### config.mk
export PLATFORM = sky130hd
export DESIGN_NAME = demod_acc
export DESIGN_NICKNAME = d
export VERILOG_FILES = /design/src/rtl/demod_pkg.sv /design/src/rtl/lane_sum.sv /design/src/rtl/demod_acc.sv
export SDC_FILE = /design/constraint.sdc
export NUM_CORES = 1
export LEC_CHECK = 0
export BUFFER_PORTS_ARGS = -buffer_cell sky130_fd_sc_hd__buf_2
export CAP_MARGIN = 0
export CORE_UTILIZATION = 50
export CTS_CLUSTER_DIAMETER = 120
export DETAILED_ROUTE_END_ITERATION = 10
export GPL_TIMING_DRIVEN = 0
export PLACE_DENSITY = 0.81
export SYNTH_ARGS = -nofsm -noshare
export SYNTH_HDL_FRONTEND = slang
export SYNTH_SLANG_ARGS = --single-unit
export TNS_END_PERCENT = 1
### constraint.sdc
create_clock -name clk -period 7 [get_ports clk]
set_input_delay 1.05 -clock clk [delete_from_list [all_inputs] [get_ports clk]]
set_output_delay 1.05 -clock clk [all_outputs]
set_load 0.01 [all_outputs]
### src/rtl/demod_pkg.sv
`timescale 1ns/1ps
`default_nettype none
// ============================================================================
// Module  : demod_pkg
// Purpose : Shared definitions for the demodulator window accumulator:
//           default sizing constants, the control-FSM state type and the
//           accumulator width derivation.
// Ports   : (package, no ports)
// Revision: 1.0 - initial release
// ============================================================================
package demod_pkg;

  localparam int DEF_DWIDTH = 14;
  localparam int DEF_CWIDTH = 11;
  localparam int DEF_UNR    = 4;

  typedef enum logic [1:0] {
    IDLE  = 2'd0,
    ACC   = 2'd1,
    FLUSH = 2'd2
  } state_e;

  // Lane width (DWIDTH+1) plus growth for UNR lanes per beat and up to
  // 2^CWIDTH-1 beats per window, so a full window can never overflow.
  function automatic int awidth(input int dwidth, input int cwidth, input int unr);
    return dwidth + 1 + cwidth + $clog2(unr);
  endfunction

endpackage
`default_nettype wire

### src/rtl/lane_sum.sv
`timescale 1ns/1ps
`default_nettype none
// ============================================================================
// Module  : lane_sum
// Purpose : Registered signed sum of UNR lanes of one beat, sign-extended to
//           SWIDTH bits, with a matching valid flag (pipeline stage 1).
// Ports   : clk       - clock
//           reset_n   - asynchronous active-low reset
//           din_i     - UNR signed lanes, DWIDTH+1 bits each
//           valid_i   - beat accepted this cycle
//           sum_o     - registered lane sum
//           valid_o   - sum_o holds the sum of a beat accepted last cycle
// Revision: 1.0 - initial release
// ============================================================================
module lane_sum
  import demod_pkg::*;
#(
  parameter int DWIDTH = DEF_DWIDTH,
  parameter int UNR    = DEF_UNR,
  parameter int SWIDTH = DWIDTH + 1 + $clog2(UNR)
) (
  input  logic                     clk,
  input  logic                     reset_n,
  input  logic signed [DWIDTH:0]   din_i [UNR],
  input  logic                     valid_i,
  output logic signed [SWIDTH-1:0] sum_o,
  output logic                     valid_o
);

  logic signed [SWIDTH-1:0] sum_d;
  logic signed [SWIDTH-1:0] sum_q;
  logic                     valid_q;

  always_comb begin
    sum_d = '0;
    for (int i = 0; i < UNR; i++) begin
      sum_d = sum_d + SWIDTH'(din_i[i]);
    end
  end

  // The sum register only loads on accepted beats; valid_q qualifies it.
  always_ff @(posedge clk or negedge reset_n) begin
    if (!reset_n) begin
      sum_q   <= '0;
      valid_q <= 1'b0;
    end else begin
      valid_q <= valid_i;
      if (valid_i) begin
        sum_q <= sum_d;
      end
    end
  end

  assign sum_o   = sum_q;
  assign valid_o = valid_q;

endmodule
`default_nettype wire

### src/rtl/demod_acc.sv
`timescale 1ns/1ps
`default_nettype none
// ============================================================================
// Module  : demod_acc
// Purpose : Windowed accumulator for fs/4 demodulated samples. A start
//           request opens a window of acq_len beats; every accepted beat's
//           lanes are summed (stage 1) and accumulated (stage 2). The window
//           total appears on dout with a one-cycle dout_valid pulse two
//           cycles after the final beat.
// Config  : DEMOD_ACC_CONT_EN - when defined, the block re-arms after each
//           window with the same latched length and accepts a beat during
//           FLUSH as the first beat of the next window (busy stays high).
// Ports   : clk        - clock
//           reset_n    - asynchronous active-low reset
//           din        - UNR signed lanes, DWIDTH+1 bits each
//           din_valid  - din carries a beat this cycle
//           start      - single-cycle window request
//           acq_len    - beats per window (0 = request ignored)
//           busy       - high while not IDLE
//           dout       - signed window sum, AWIDTH bits
//           dout_valid - one-cycle pulse marking a new dout
// Revision: 1.0 - initial release
// ============================================================================
module demod_acc
  import demod_pkg::*;
#(
  parameter  int DWIDTH = DEF_DWIDTH,
  parameter  int CWIDTH = DEF_CWIDTH,
  parameter  int UNR    = DEF_UNR,
  localparam int AWIDTH = awidth(DWIDTH, CWIDTH, UNR)
) (
  input  logic                     clk,
  input  logic                     reset_n,
  input  logic signed [DWIDTH:0]   din [UNR],
  input  logic                     din_valid,
  input  logic                     start,
  input  logic [CWIDTH-1:0]        acq_len,
  output logic                     busy,
  output logic signed [AWIDTH-1:0] dout,
  output logic                     dout_valid
);

  state_e                   state_q, state_d;
  logic [CWIDTH-1:0]        len_q, len_d;
  logic [CWIDTH-1:0]        cnt_q, cnt_d;
  logic [CWIDTH-1:0]        beat_num;
  logic                     beat_last;
  logic                     accept;

  logic signed [AWIDTH-1:0] s1_sum;
  logic                     s1_valid;
  logic                     s1_first_q;
  logic                     s1_last_q;

  logic signed [AWIDTH-1:0] acc_q, acc_d;
  logic signed [AWIDTH-1:0] dout_q, dout_d;
  logic                     dv_q, dv_d;

  // --------------------------------------------------------------------------
  // Control FSM. cnt_q holds beats accepted so far in the current window and
  // is cleared on the final beat, so it is already zero in FLUSH.
  // --------------------------------------------------------------------------
  always_comb begin
    state_d   = state_q;
    len_d     = len_q;
    cnt_d     = cnt_q;
    accept    = 1'b0;
    beat_num  = cnt_q + CWIDTH'(1);
    beat_last = (beat_num == len_q);

    case (state_q)
      IDLE: begin
        if (start && (acq_len != '0)) begin
          state_d = ACC;
          len_d   = acq_len;
          cnt_d   = '0;
        end
      end
      ACC: begin
        accept = din_valid;
        if (accept) begin
          cnt_d = beat_last ? '0 : beat_num;
          if (beat_last) begin
            state_d = FLUSH;
          end
        end
      end
      FLUSH: begin
`ifdef DEMOD_ACC_CONT_EN
        // A beat here opens the next window; with a length of one it is also
        // that window's final beat, so FLUSH repeats.
        accept  = din_valid;
        state_d = ACC;
        if (accept) begin
          cnt_d = beat_last ? '0 : beat_num;
          if (beat_last) begin
            state_d = FLUSH;
          end
        end
`else
        state_d = IDLE;
`endif
      end
      default: state_d = IDLE;
    endcase
  end

  // --------------------------------------------------------------------------
  // Stage 1: lane adder, with first/last-of-window tags travelling alongside.
  // --------------------------------------------------------------------------
  lane_sum #(
    .DWIDTH (DWIDTH),
    .UNR    (UNR),
    .SWIDTH (AWIDTH)
  ) u_lane_sum (
    .clk     (clk),
    .reset_n (reset_n),
    .din_i   (din),
    .valid_i (accept),
    .sum_o   (s1_sum),
    .valid_o (s1_valid)
  );

  // --------------------------------------------------------------------------
  // Stage 2: the first beat loads the accumulator so no separate clear is
  // needed between windows; the last beat publishes the total.
  // --------------------------------------------------------------------------
  always_comb begin
    acc_d  = acc_q;
    dout_d = dout_q;
    dv_d   = 1'b0;
    if (s1_valid) begin
      acc_d = s1_first_q ? s1_sum : (acc_q + s1_sum);
      if (s1_last_q) begin
        dout_d = acc_d;
        dv_d   = 1'b1;
      end
    end
  end

  always_ff @(posedge clk or negedge reset_n) begin
    if (!reset_n) begin
      state_q    <= IDLE;
      len_q      <= '0;
      cnt_q      <= '0;
      s1_first_q <= 1'b0;
      s1_last_q  <= 1'b0;
      acc_q      <= '0;
      dout_q     <= '0;
      dv_q       <= 1'b0;
    end else begin
      state_q <= state_d;
      len_q   <= len_d;
      cnt_q   <= cnt_d;
      if (accept) begin
        s1_first_q <= (cnt_q == '0);
        s1_last_q  <= beat_last;
      end
      acc_q   <= acc_d;
      dout_q  <= dout_d;
      dv_q    <= dv_d;
    end
  end

  assign busy       = (state_q != IDLE);
  assign dout       = dout_q;
  assign dout_valid = dv_q;

endmodule
`default_nettype wire

==> results by group, run 1 <==
Clocking
  – Worst-path clk slew: roughly 0.080 ns
  – CTS tree: done
  – Clock sink total: around 110
  – Hold bufs inserted after CTS: 0
  – Num CTS Buffers: 9
  – Skew-Pair Late Insertion Delay: 0.37 ns
  – Post-CTS setup repair buffer count: 0
  – Maximum clock path buffer count: 2
  – # H-tree levels: 3
  – CTS resizes: 0
  – Root buffer cell: clkbuf_16

STA
  – RSZ-0062 raised after global routing: no
  – Fin Setup TNS: 0 ns
  – Fmax: 0.179 GHz
  – Slew at the pin with the worst max-slew slack: around 1.0 ns
  – Final Max Tran Viols: 0
  – Hold Fails Final Rpt: 0
  – Final setup fails: 0
  – Crit path time final: 5.58 ns
  – Slew HR: 0.315
  – Final critical-path share of the clock period: 0.797
  – Worst Skew: roughly 0.015 ns

Critical path
  – Setup CP Type: primary input to register
  – Setup crit end kind: register
  – Crit-path max FO: 6
  – Reg-to-reg endpoint: dout[27]$_DFFE_PN0P_
  – Critical path launch point type: primary input
  – Worst R2R Setup Slack: about 3.7 ns
  – WP data arrival: 5.88 ns
  – Register-to-Register Path Depth: 10
  – Worst Path Required: around 7.3 ns
  – Worst R2R Start: u_lane_sum.sum_o[4]$_DFFE_PN0P_

Floorplanning
  – Chip height: roughly 130 um
  – FP Rows: 45
  – Die W: approximately 130 um
  – Total Die Area: 16100 um2
  – Effective utilization at floorplan: 0.512
  – I/O Pins: about 110
  – Core area: around 15000 um2

Pwr
  – Clock power frac: 0.120
  – Net Sw Frac: 0.461
  – Flop pwr share: 0.272
  – Worst VDD drop: ~0.00020 V
  – Power share of the combinational group: 0.608
  – Power Density: 472 nW/um2
  – Internal Power: 2.26 mW
  – Static Leak: 4.16 nW
  – P_sw: 1.93 mW

Layout
  – Layout Cells excl Fill: 1168
  – Post-route cell area: 8860 um2
  – Number of antenna diodes: 0
  – Util after Layout: 0.583
  – Total Nets Final: 1131
  – Share of layout cells above drive strength 1: 0.150
  – Syn-to-layout area delta: 13.7%

Synth
  – Avg Synthesized Cell Area: 9.06 um2
  – Cell count after synthesis: 859
  – Post-Syn Area: 7790 um2
  – Warning count from the yosys run: 0
  – Async S/R FF share, synth: 1.00
  – Post-synth top cells: dfrtp_1, nand2_1, a21oi_1
  – Largest cells by area after synthesis: dfrtp_1, ha_1, a21oi_1, nand2_1, fa_1
  – Distinct cells, synth: 60
  – Top-area cell type share of the netlist area: 0.360
  – Flops & latches, synth: 112
  – Syn_nets: 1015
  – Post-synth EDFFs: 0
  – Top cell type by total area after synthesis: dfrtp_1
  – Top_reg_cell synth: dfrtp_1
  – Most frequent cell after synthesis: dfrtp_1
  – Post-synthesis sequential area ratio: 0.360

Global route
  – First-pass GRT wire length: 29900 um
  – Largest net degree at the start of global routing: 70
  – Overflow after GRT: 0
  – GRT busiest layer: met2
  – Met2 usage: 0.379
  – Via count of the first global-routing pass: around 6300
  – Antenna violations before repair: 0
  – Global-route met3 utilization: 0.0375
  – Met1 Track Usage GR: 0.315
  – GRT Total Usage: 0.232

Status
  – Run status: completed

Drt
  – WL/cell: 15.2 um
  – Via count: 6649
  – Pre-antenna DRT Iters: 4
  – Antenna-violating nets left: 0
  – DR vias/cell: around 5.7
  – Routed wire length: roughly 18000 um
  – Drt drc: 0
  – Initial DRC Count: 420

Placed design
  – HPWL Detailed: 13600 um
  – GPL Wtd Cong: 0.910
  – Placed cell area: 8570 um2
  – Buffers on Ports: between 100 and 150
  – Dpl cells: 1152

Flow run
  – Max cap viols: 0

Hold path
  – Hold Crit Class: register to register
  – Worst Min Path Start: dout[10]$_DFFE_PN0P_
  – Hold Path End: dout[10]$_DFFE_PN0P_
  – Hold depth: 2
-- worst max-delay path by stage --
stage,endpoint,from,cells after the start,slack (ns)
final,u_lane_sum.sum_o[19]$_DFFE_PN0P_,din[17],18,1.42
after global routing,u_lane_sum.sum_o[23]$_DFFE_PN0P_,din[17],18,1.0
after CTS,u_lane_sum.sum_o[17]$_DFFE_PN0P_,din[17],18,1.52
after detailed placement,u_lane_sum.sum_o[17]$_DFFE_PN0P_,din[17],18,1.16
after global placement,u_lane_sum.sum_o[27]$_DFFE_PN0P_,din[17],15,1.23
after floorplan,u_lane_sum.sum_o[17]$_DFFE_PN0P_,din[17],14,2.04
-- placed cells by master, fill, tap and decap left out, types with 17 or more instances in the layout --
cell,netlist,layout
dfrtp_1,112,112
buf_2,1,104
nand2_1,97,97
a21oi_1,93,93
o21ai_0,66,66
ha_1,63,63
nor2_1,61,61
xnor2_1,34,34
inv_1,29,29
clkbuf_1,28,28
xor2_1,27,27
a21o_1,22,22
o21a_1,18,18
fa_1,18,18
nor3_1,17,17
-- routing by layer --
layer  routed length, um  vias to the layer above
li1                    -                     3325
met1                8290                     3130
met2                8170                      164
met3                 871                       30
met4                 385                        0
met5                   0                        -
-- stage by stage --
step | power [mW] | hold WS, ns | setup WS (ns)
CTS | 4.18 | 0.475 | 1.52
floorplan | 3.06 | 0.439 | 2.04
global placement | 3.58 | 0.455 | 1.23
global route | 4.58 | 0.500 | 0.996
finish | 4.18 | 0.468 | 1.42
detailed placement | 3.65 | 0.458 | 1.16
-- power groups by stage --
stage	logic (mW)	clock network, mW	registers [mW]
final	2.54	0.502	1.14
after global routing	2.88	0.534	1.17
after CTS	2.53	0.511	1.13
after detailed placement	2.50	0	1.14
after global placement	2.45	0	1.13
after floorplan	1.94	0	1.12
-- cells by family after synthesis --
kind of cell / count (synthesis) / synth area share
compound gates: 258 / 0.200
xor+xnor: 61 / 0.0686
buf+inv: 65 / 0.0334
simple gates: 259 / 0.159
fa+ha+maj: 81 / 0.148
mux: 23 / 0.0318
flops: 112 / 0.360
-- registers in the layout (all words and copies together) (netlist names) --
name / flops
u_lane_sum.sum_o: 28
len_q: 11
s1_first_q: 1
s1_last_q: 1
state_q: 2
dout: 28
cnt_q: 11
u_lane_sum.valid_o: 1
acc_q: 28
dout_valid: 1
-- area by class of cell --
| class | count | area (um2) |
|---|---|---|
| repair buffers | 105 | 551 |
| inverters | 30 | 113 |
| flip-flops and latches | 112 | 2800 |
| clock buffers | 9 | 225 |
| plain buffers | 35 | 148 |
| multi-input cells | 682 | 4720 |
| fillers | 1371 | 6350 |
| clock inverters | 7 | 58.8 |
| well taps | 188 | 235 |
-- worst max-delay path, cell delays in order --
cell      delay [ns]
buf_2           0.11
fa_1            0.52
ha_1            0.32
a21o_1          0.18
a21oi_1         0.23
nor2b_1         0.08
o21a_1          0.19
o41ai_1         0.66
o211ai_1        0.21
and3b_1         0.22
o21a_1          0.19
o41ai_1         0.28
ha_1            0.19
inv_1           0.08
nor3_1          0.25
a221oi_1        0.11
a31oi_1         0.76
o21a_1          0.23
Power figures use the tool's default switching activity.
==> inputs of run 2 (changes only) <==
==> constraint.sdc (replaced) <==
create_clock -name clk -period 5.8 [get_ports clk]
set_input_delay 0.87 -clock clk [delete_from_list [all_inputs] [get_ports clk]]
set_output_delay 0.87 -clock clk [all_outputs]
set_load 0.01 [all_outputs]
==> results by group, run 2 (synthesis results as in run 1) <==
STA
  – Slew HR: 0.456 (was 0.315)
  – Fin Setup TNS: 0 ns (unchanged)
  – Final setup fails: 0 (unchanged)
  – Worst Skew: 0.0148 ns (was 0.0146 ns)
  – Fmax: 0.191 GHz
  – Final critical-path share of the clock period: 0.903
  – Slew at the pin with the worst max-slew slack: 0.805 ns (was 1.02 ns)
  – Hold Fails Final Rpt: 0 (unchanged)
  – RSZ-0062 raised after global routing: no (unchanged)
  – Crit path time final: approximately 5.2 ns
  – Final Max Tran Viols: 0 (unchanged)

Layout
  – Total Nets Final: 1131 (unchanged)
  – Post-route cell area: 8860 um2 (about the same)
  – Util after Layout: 0.583 (about the same)
  – Syn-to-layout area delta: 13.8% (was 13.7%)
  – Number of antenna diodes: 0 (unchanged)
  – Commonest cells after routing, fill and taps aside: dfrtp_1, buf_2, nand2_1 (unchanged)
  – Most common cell after layout, fill and taps aside: dfrtp_1 (unchanged)
  – Share of layout cells above drive strength 1: 0.151 (was 0.150)

Flow run
  – Max cap viols: 0 (unchanged)

Floorplanning
  – Total Die Area: 16100 um2 (unchanged)
  – Effective utilization at floorplan: 0.512 (unchanged)
  – Die W: 127 um (unchanged)
  – I/O Pins: 105 (unchanged)
  – Core area: 15200 um2 (unchanged)
  – FP Rows: 45 (unchanged)
  – Chip height: 127 um (unchanged)

Critical path
  – Register-to-Register Path Depth: 10 (unchanged)
  – Buf/Inv on CP: 1 (was 2)
  – Slowest CP cell: o41ai_1 (was a31oi_1)
  – Worst Path Required: 6.05 ns (was 7.30 ns)
  – Crit-path cells: buf_2 -> fa_1 -> ha_1 -> a21o_1 -> a21oi_1 -> nor2b_1 -> o21a_1 -> o41ai_1 -> xnor2_1 -> ha_1 -> nand2_1 -> o311a_1 -> o41ai_1 -> a31oi_2 -> o21a_1 (was buf_2 -> fa_1 -> ha_1 -> a21o_1 -> a21oi_1 -> nor2b_1 -> o21a_1 -> o41ai_1 -> o211ai_1 -> and3b_1 -> o21a_1 -> o41ai_1 -> ha_1 -> inv_1 -> nor3_1 -> a221oi_1 -> a31oi_1 -> o21a_1)
  – Crit-path max FO: 6 (unchanged)
  – Critical path launch point type: primary input (unchanged)
  – Family with the most delay on the worst path: compound AO/OA/AOI/OAI gates (unchanged)
  – Slowest stage delay, CP: 0.71 ns (was 0.76 ns)
  – Setup CP Type: primary input to register (unchanged)
  – Setup crit end kind: register (unchanged)
  – Levels on crit path: 15 (was 18)
  – WP data arrival: 5.49 ns (was 5.88 ns)

Clocking
  – Worst-path clk slew: 0.08 ns (about the same)
  – Clock sink total: 112 (unchanged)
  – CTS tree: done (unchanged)
  – Root buffer cell: clkbuf_16 (unchanged)
  – Skew-Pair Late Insertion Delay: 0.37 ns (about the same)
  – Num CTS Buffers: 9 (unchanged)
  – # H-tree levels: 3 (unchanged)
  – Maximum clock path buffer count: 2 (unchanged)

Placed design
  – Placed cell area: 8570 um2 (unchanged)
  – Buffers on Ports: 104 (unchanged)
  – HPWL Detailed: 13600 um (unchanged)
  – GPL Wtd Cong: 0.910 (unchanged)

Pwr
  – Worst VDD drop: 0.000242 V (was 0.000200 V)
  – Final Power: 5.05 mW (was 4.18 mW)
  – Power Density: 570 nW/um2 (was 472 nW/um2)
  – Static Leak: 4.16 nW (about the same)

Drt
  – Pre-antenna DRT Iters: 4 (unchanged)
  – Initial DRC Count: 387 (was 420)
  – Drt drc: 0 (unchanged)
  – Antenna-violating nets left: 0 (unchanged)
  – Via count: 6672 (was 6649)
  – WL/cell: 15.2 um (about the same)
  – DR vias/cell: 5.71 (was 5.69)
  – Routed wire length: 17800 um (was 17700 um)

Global route
  – GRT Total Usage: 0.232 (unchanged)
  – Largest net degree at the start of global routing: 70 (unchanged)
  – Overflow after GRT: 0 (unchanged)
  – Antenna violations before repair: 0 (unchanged)
  – Via count of the first global-routing pass: 6288 (unchanged)
  – First-pass GRT wire length: 29900 um (unchanged)

Status
  – Run status: completed (unchanged)

Hold path
  – Hold Crit Class: register to register (unchanged)
  – Hold depth: 2 (unchanged)
run 2: final cells by class:
class,instances,area (um2)
Fill cell,1369,6340
Multi-Input combinational cell,682,4730
Sequential cell,112,2800
Timing Repair Buffer,105,551
Tap cell,188,235
Clock buffer,9,225
Buffer,35,148
Inverter,30,113
Clock inverter,7,58.8
run 2: through the flow:
step,std cells,hold slack (ns),setup WS (ns)
floorplan,859,0.439,1.02
global placement,1151,0.455,0.206
detailed placement,1152,0.458,0.138
CTS,1168,0.475,0.503
global route,1168,0.500,0.154
finish,1168,0.468,0.562
run 2: path summary, 6_finish.rpt:
check / start / end / slack (ns)
max: din[17] / u_lane_sum.sum_o[19]$_DFFE_PN0P_ / 0.56
min: dout[10]$_DFFE_PN0P_ / dout[10]$_DFFE_PN0P_ / 0.47
max reg2reg: u_lane_sum.sum_o[4]$_DFFE_PN0P_ / dout[27]$_DFFE_PN0P_ / 2.52
min reg2reg: dout[10]$_DFFE_PN0P_ / dout[10]$_DFFE_PN0P_ / 0.47
max in group asynchronous: reset_n / u_lane_sum.sum_o[9]$_DFFE_PN0P_ / 4.55
min in group asynchronous: reset_n / dout[22]$_DFFE_PN0P_ / 0.51
run 2: metal layers:
metal  track usage  up-vias  routed length, um
met5             0        -                  0
met3        0.0375       32                892
met1         0.315     3147               8280
met2         0.379      166               8180
li1              -     3327                  -
met4        0.0819        0                405
run 2: timing repair:
item,4_1_cts,5_1_grt
resized for setup,0,1
setup endpoints to repair,0,6
hold buffers,0,0
setup buffers,0,0
run 2: tightest hold or removal path: cells and delay by family, from the launching register on:
kind | cells | cell delay, ns
and+or+nand+nor | 2 | 0.10
DFF | 1 | 0.34
run 2: report_power, final:
group	switching, mW	total (mW)	internal (mW)
registers	0.264	1.37	1.11
clock network	0.306	0.606	0.299
logic	1.76	3.08	1.31
==> inputs of run 3 (changes only) <==
--- a/config.mk
+++ b/config.mk
@@ -7,12 +7,13 @@
 export LEC_CHECK = 0
 export BUFFER_PORTS_ARGS = -buffer_cell sky130_fd_sc_hd__buf_2
 export CAP_MARGIN = 0
-export CORE_UTILIZATION = 50
+export CORE_UTILIZATION = 40
 export CTS_CLUSTER_DIAMETER = 120
 export DETAILED_ROUTE_END_ITERATION = 10
 export GPL_TIMING_DRIVEN = 0
-export PLACE_DENSITY = 0.81
+export PLACE_DENSITY = 0.69
 export SYNTH_ARGS = -nofsm -noshare
 export SYNTH_HDL_FRONTEND = slang
+export SYNTH_HIERARCHICAL = 1
 export SYNTH_SLANG_ARGS = --single-unit
 export TNS_END_PERCENT = 1
==> results by group, run 3 <==
Status
  – Run status: completed (unchanged)

STA
  – Fin Setup TNS: 0 ns (unchanged)
  – Slew at the pin with the worst max-slew slack: 0.647 ns (was 0.805 ns)
  – Slew HR: 0.569 (was 0.456)
  – Final setup fails: 0 (unchanged)
  – Hold Fails Final Rpt: 0 (unchanged)
  – Worst Skew: 0.00994 ns (was 0.0148 ns)
  – Crit path time final: 3.46 ns (was 5.24 ns)
  – Final critical-path share of the clock period: 0.596 (was 0.903)
  – Final Max Tran Viols: 0 (unchanged)
  – RSZ-0062 raised after global routing: no (unchanged)
  – Fmax: 0.289 GHz (was 0.191 GHz)

Critical path
  – Setup crit end kind: register (unchanged)
  – CP most frequent cell: fa_1
  – Setup CP Type: primary input to register (unchanged)
  – WP data arrival: 3.70 ns (was 5.49 ns)
  – Slowest stage delay, CP: 0.55 ns (was 0.71 ns)
  – Worst Path Required: 6.04 ns (was 6.05 ns)
  – Register-to-Register Path Depth: 12 (was 10)
  – Critical path launch point type: primary input (unchanged)
  – Crit-path cells: buf_2 -> fa_1 -> fa_1 -> ha_1 -> fa_1 -> a21o_2 -> a31oi_4 -> nor2_1 -> a221oi_2 -> or3_1 -> nand3_1 (was buf_2 -> fa_1 -> ha_1 -> a21o_1 -> a21oi_1 -> nor2b_1 -> o21a_1 -> o41ai_1 -> xnor2_1 -> ha_1 -> nand2_1 -> o311a_1 -> o41ai_1 -> a31oi_2 -> o21a_1)
  – Crit-path max FO: 3 (was 6)
  – Slowest CP cell: fa_1 (was o41ai_1)
  – Worst R2R Setup Slack: 2.69 ns (was 2.52 ns)

Floorplanning
  – Effective utilization at floorplan: 0.415 (was 0.512)
  – FP Rows: 50 (was 45)
  – I/O Pins: 105 (unchanged)
  – Core area: 19000 um2 (was 15200 um2)
  – Total Die Area: 20300 um2 (was 16100 um2)
  – Chip height: 142 um (was 127 um)
  – Die W: 142 um (was 127 um)

Synth
  – Largest cells by area after synthesis: dfrtp_1, fa_1, ha_1, inv_1, a21oi_1 (was dfrtp_1, ha_1, a21oi_1, nand2_1, fa_1)
  – Post-synth top cells: dfrtp_1, inv_1, nor2_1 (was dfrtp_1, nand2_1, a21oi_1)
  – Most frequent cell after synthesis: dfrtp_1 (unchanged)
  – Top_reg_cell synth: dfrtp_1 (unchanged)
  – Avg Synthesized Cell Area: 8.82 um2 (was 9.06 um2)
  – Post-synth EDFFs: 0 (unchanged)
  – Post-Syn Area: 7890 um2 (was 7790 um2)
  – Flops & latches, synth: 102 (was 112)
  – Cell count after synthesis: 894 (was 859)
  – Distinct cells, synth: 84 (was 60)
  – Warning count from the yosys run: 6 (was 0)
  – Top-area cell type share of the netlist area: 0.324 (was 0.360)
  – Async S/R FF share, synth: 1.00 (unchanged)
  – Post-synthesis sequential area ratio: 0.324 (was 0.360)
  – Top cell type by total area after synthesis: dfrtp_1 (unchanged)
  – Syn_nets: 1047 (was 1015)

Drt
  – Initial DRC Count: 363 (was 387)
  – Drt drc: 0 (unchanged)
  – Routed wire length: 17600 um (was 17800 um)
  – Via count: 6528 (was 6672)
  – DR vias/cell: 5.12 (was 5.71)
  – WL/cell: 13.8 um (was 15.2 um)
  – Pre-antenna DRT Iters: 5 (was 4)
  – Antenna-violating nets left: 0 (unchanged)

Global route
  – First-pass GRT wire length: 30000 um (was 29900 um)
  – Overflow after GRT: 0 (unchanged)
  – Antenna violations before repair: 0 (unchanged)
  – Via count of the first global-routing pass: 6359 (was 6288)
  – GRT Total Usage: 0.184 (was 0.232)
  – Largest net degree at the start of global routing: 68 (was 70)

Pwr
  – P_sw: 2.50 mW (was 2.33 mW)
  – Flop pwr share: 0.235 (was 0.272)
  – Power Density: 582 nW/um2 (was 570 nW/um2)
  – Power share of the combinational group: 0.654 (was 0.609)
  – Net Sw Frac: 0.475 (was 0.461)
  – Clock power frac: 0.111 (was 0.120)
  – Internal Power: 2.77 mW (was 2.72 mW)
  – Worst VDD drop: 0.000240 V (was 0.000242 V)
  – Static Leak: 4.36 nW (was 4.16 nW)

Placed design
  – Buffers on Ports: 104 (unchanged)
  – GPL Wtd Cong: 0.938 (was 0.910)
  – HPWL Detailed: 14000 um (was 13600 um)
  – Placed cell area: 8760 um2 (was 8570 um2)

Clocking
  – Worst-path clk slew: 0.07 ns (was 0.08 ns)
  – Root buffer cell: clkbuf_16 (unchanged)
  – Maximum clock path buffer count: 2 (unchanged)
  – Num CTS Buffers: 9 (unchanged)
  – Hold bufs inserted after CTS: 0 (unchanged)
  – # H-tree levels: 3 (unchanged)
  – Skew-Pair Late Insertion Delay: 0.35 ns (was 0.37 ns)
  – Post-CTS setup repair buffer count: 0 (unchanged)
  – CTS tree: done (unchanged)
  – CTS resizes: 0 (unchanged)
  – Clock sink total: 102 (was 112)

Layout
  – Util after Layout: 0.476 (was 0.583)
  – Syn-to-layout area delta: 14.7% (was 13.8%)
  – Post-route cell area: 9050 um2 (was 8860 um2)
  – Commonest cells after routing, fill and taps aside: buf_2, dfrtp_1, inv_1 (was dfrtp_1, buf_2, nand2_1)
  – Share of layout cells above drive strength 1: 0.193 (was 0.151)
  – Total Nets Final: 1163 (was 1131)
  – Most common cell after layout, fill and taps aside: buf_2 (was dfrtp_1)
  – Number of antenna diodes: 0 (unchanged)

Flow run
  – Max cap viols: 0 (unchanged)

Hold path
  – Hold Crit Class: primary input to asynchronous set/reset pin (was register to register)
==> run 3: logic make-up (layout without fill, tap and decap cells) <==
kind of cell	after synthesis	in the layout	share of synthesized area
and+or+nand+nor	242	242	0.152
xor gates and xnor gates	42	42	0.0466
muxes	32	32	0.0441
buffers and inverters	150	271	0.0792
adders and majority gates	78	78	0.154
AOI/OAI and AO/OA	248	248	0.200
DFF	102	102	0.324
==> run 3: final timing paths <==
| kind | start | endpoint |
|---|---|---|
| min in group clk | dout[15]$_DFFE_PN0P_ | dout[15]$_DFFE_PN0P_ |
| max in group asynchronous | reset_n | acc_q[15]$_DFFE_PN0P_ |
| min reg2reg | dout[15]$_DFFE_PN0P_ | dout[15]$_DFFE_PN0P_ |
| max reg2reg | u_lane_sum/sum_o[17]$_DFFE_PN0P_ | acc_q[25]$_DFFE_PN0P_ |
| max | din[1] | u_lane_sum/sum_o[15]$_DFFE_PN0P_ |
| min | reset_n | dout[17]$_DFFE_PN0P_ |
==> run 3: stage by stage <==
| step | total power, mW | cells | hold slack [ns] | setup slack, ns |
|---|---|---|---|---|
| 2_1_floorplan | 3.89 | 894 | 0.449 | 2.25 |
| 3_3_place_gp | 4.58 | 1258 | 0.458 | 1.98 |
| 3_5_place_dp | 4.67 | 1259 | 0.466 | 1.97 |
| 4_1_cts | 5.28 | 1275 | 0.480 | 2.34 |
| 5_1_grt | 5.78 | 1275 | 0.505 | 2.22 |
| 6_report | 5.27 | 1275 | 0.469 | 2.34 |
==> run 3: cell type report <==
class | count | area, um2
clock buffer | 11 | 243
sequential | 102 | 2550
timing repair buffer | 105 | 551
inverter | 102 | 383
multi-input combinational | 642 | 4710
tap | 260 | 325
clock inverter | 5 | 43.8
buffer | 48 | 241
fill | 1877 | 9970
==> run 3: metal layers <==
metal / GRT usage / routed length, um
met4: 0.0566 / 287
met1: 0.244 / 8480
met2: 0.311 / 8220
met5: 0 / 0
met3: 0.0236 / 571
==> run 3: power groups by stage <==
stage               Clock (mW)  Combinational [mW]  Sequential (mW)
global route             0.616                3.89             1.28
global placement             0                3.34             1.24
CTS                      0.597                3.44             1.24
floorplan                    0                2.69             1.20
detailed placement           0                3.42             1.25
finish                   0.583                3.45             1.24
==> run 3: critical path, delay by kind of cell <==
kind	cells	cell delay [ns]
fa+ha+maj	4	1.63
simple gates	3	0.32
buf+inv	1	0.11
compound gates	3	0.76
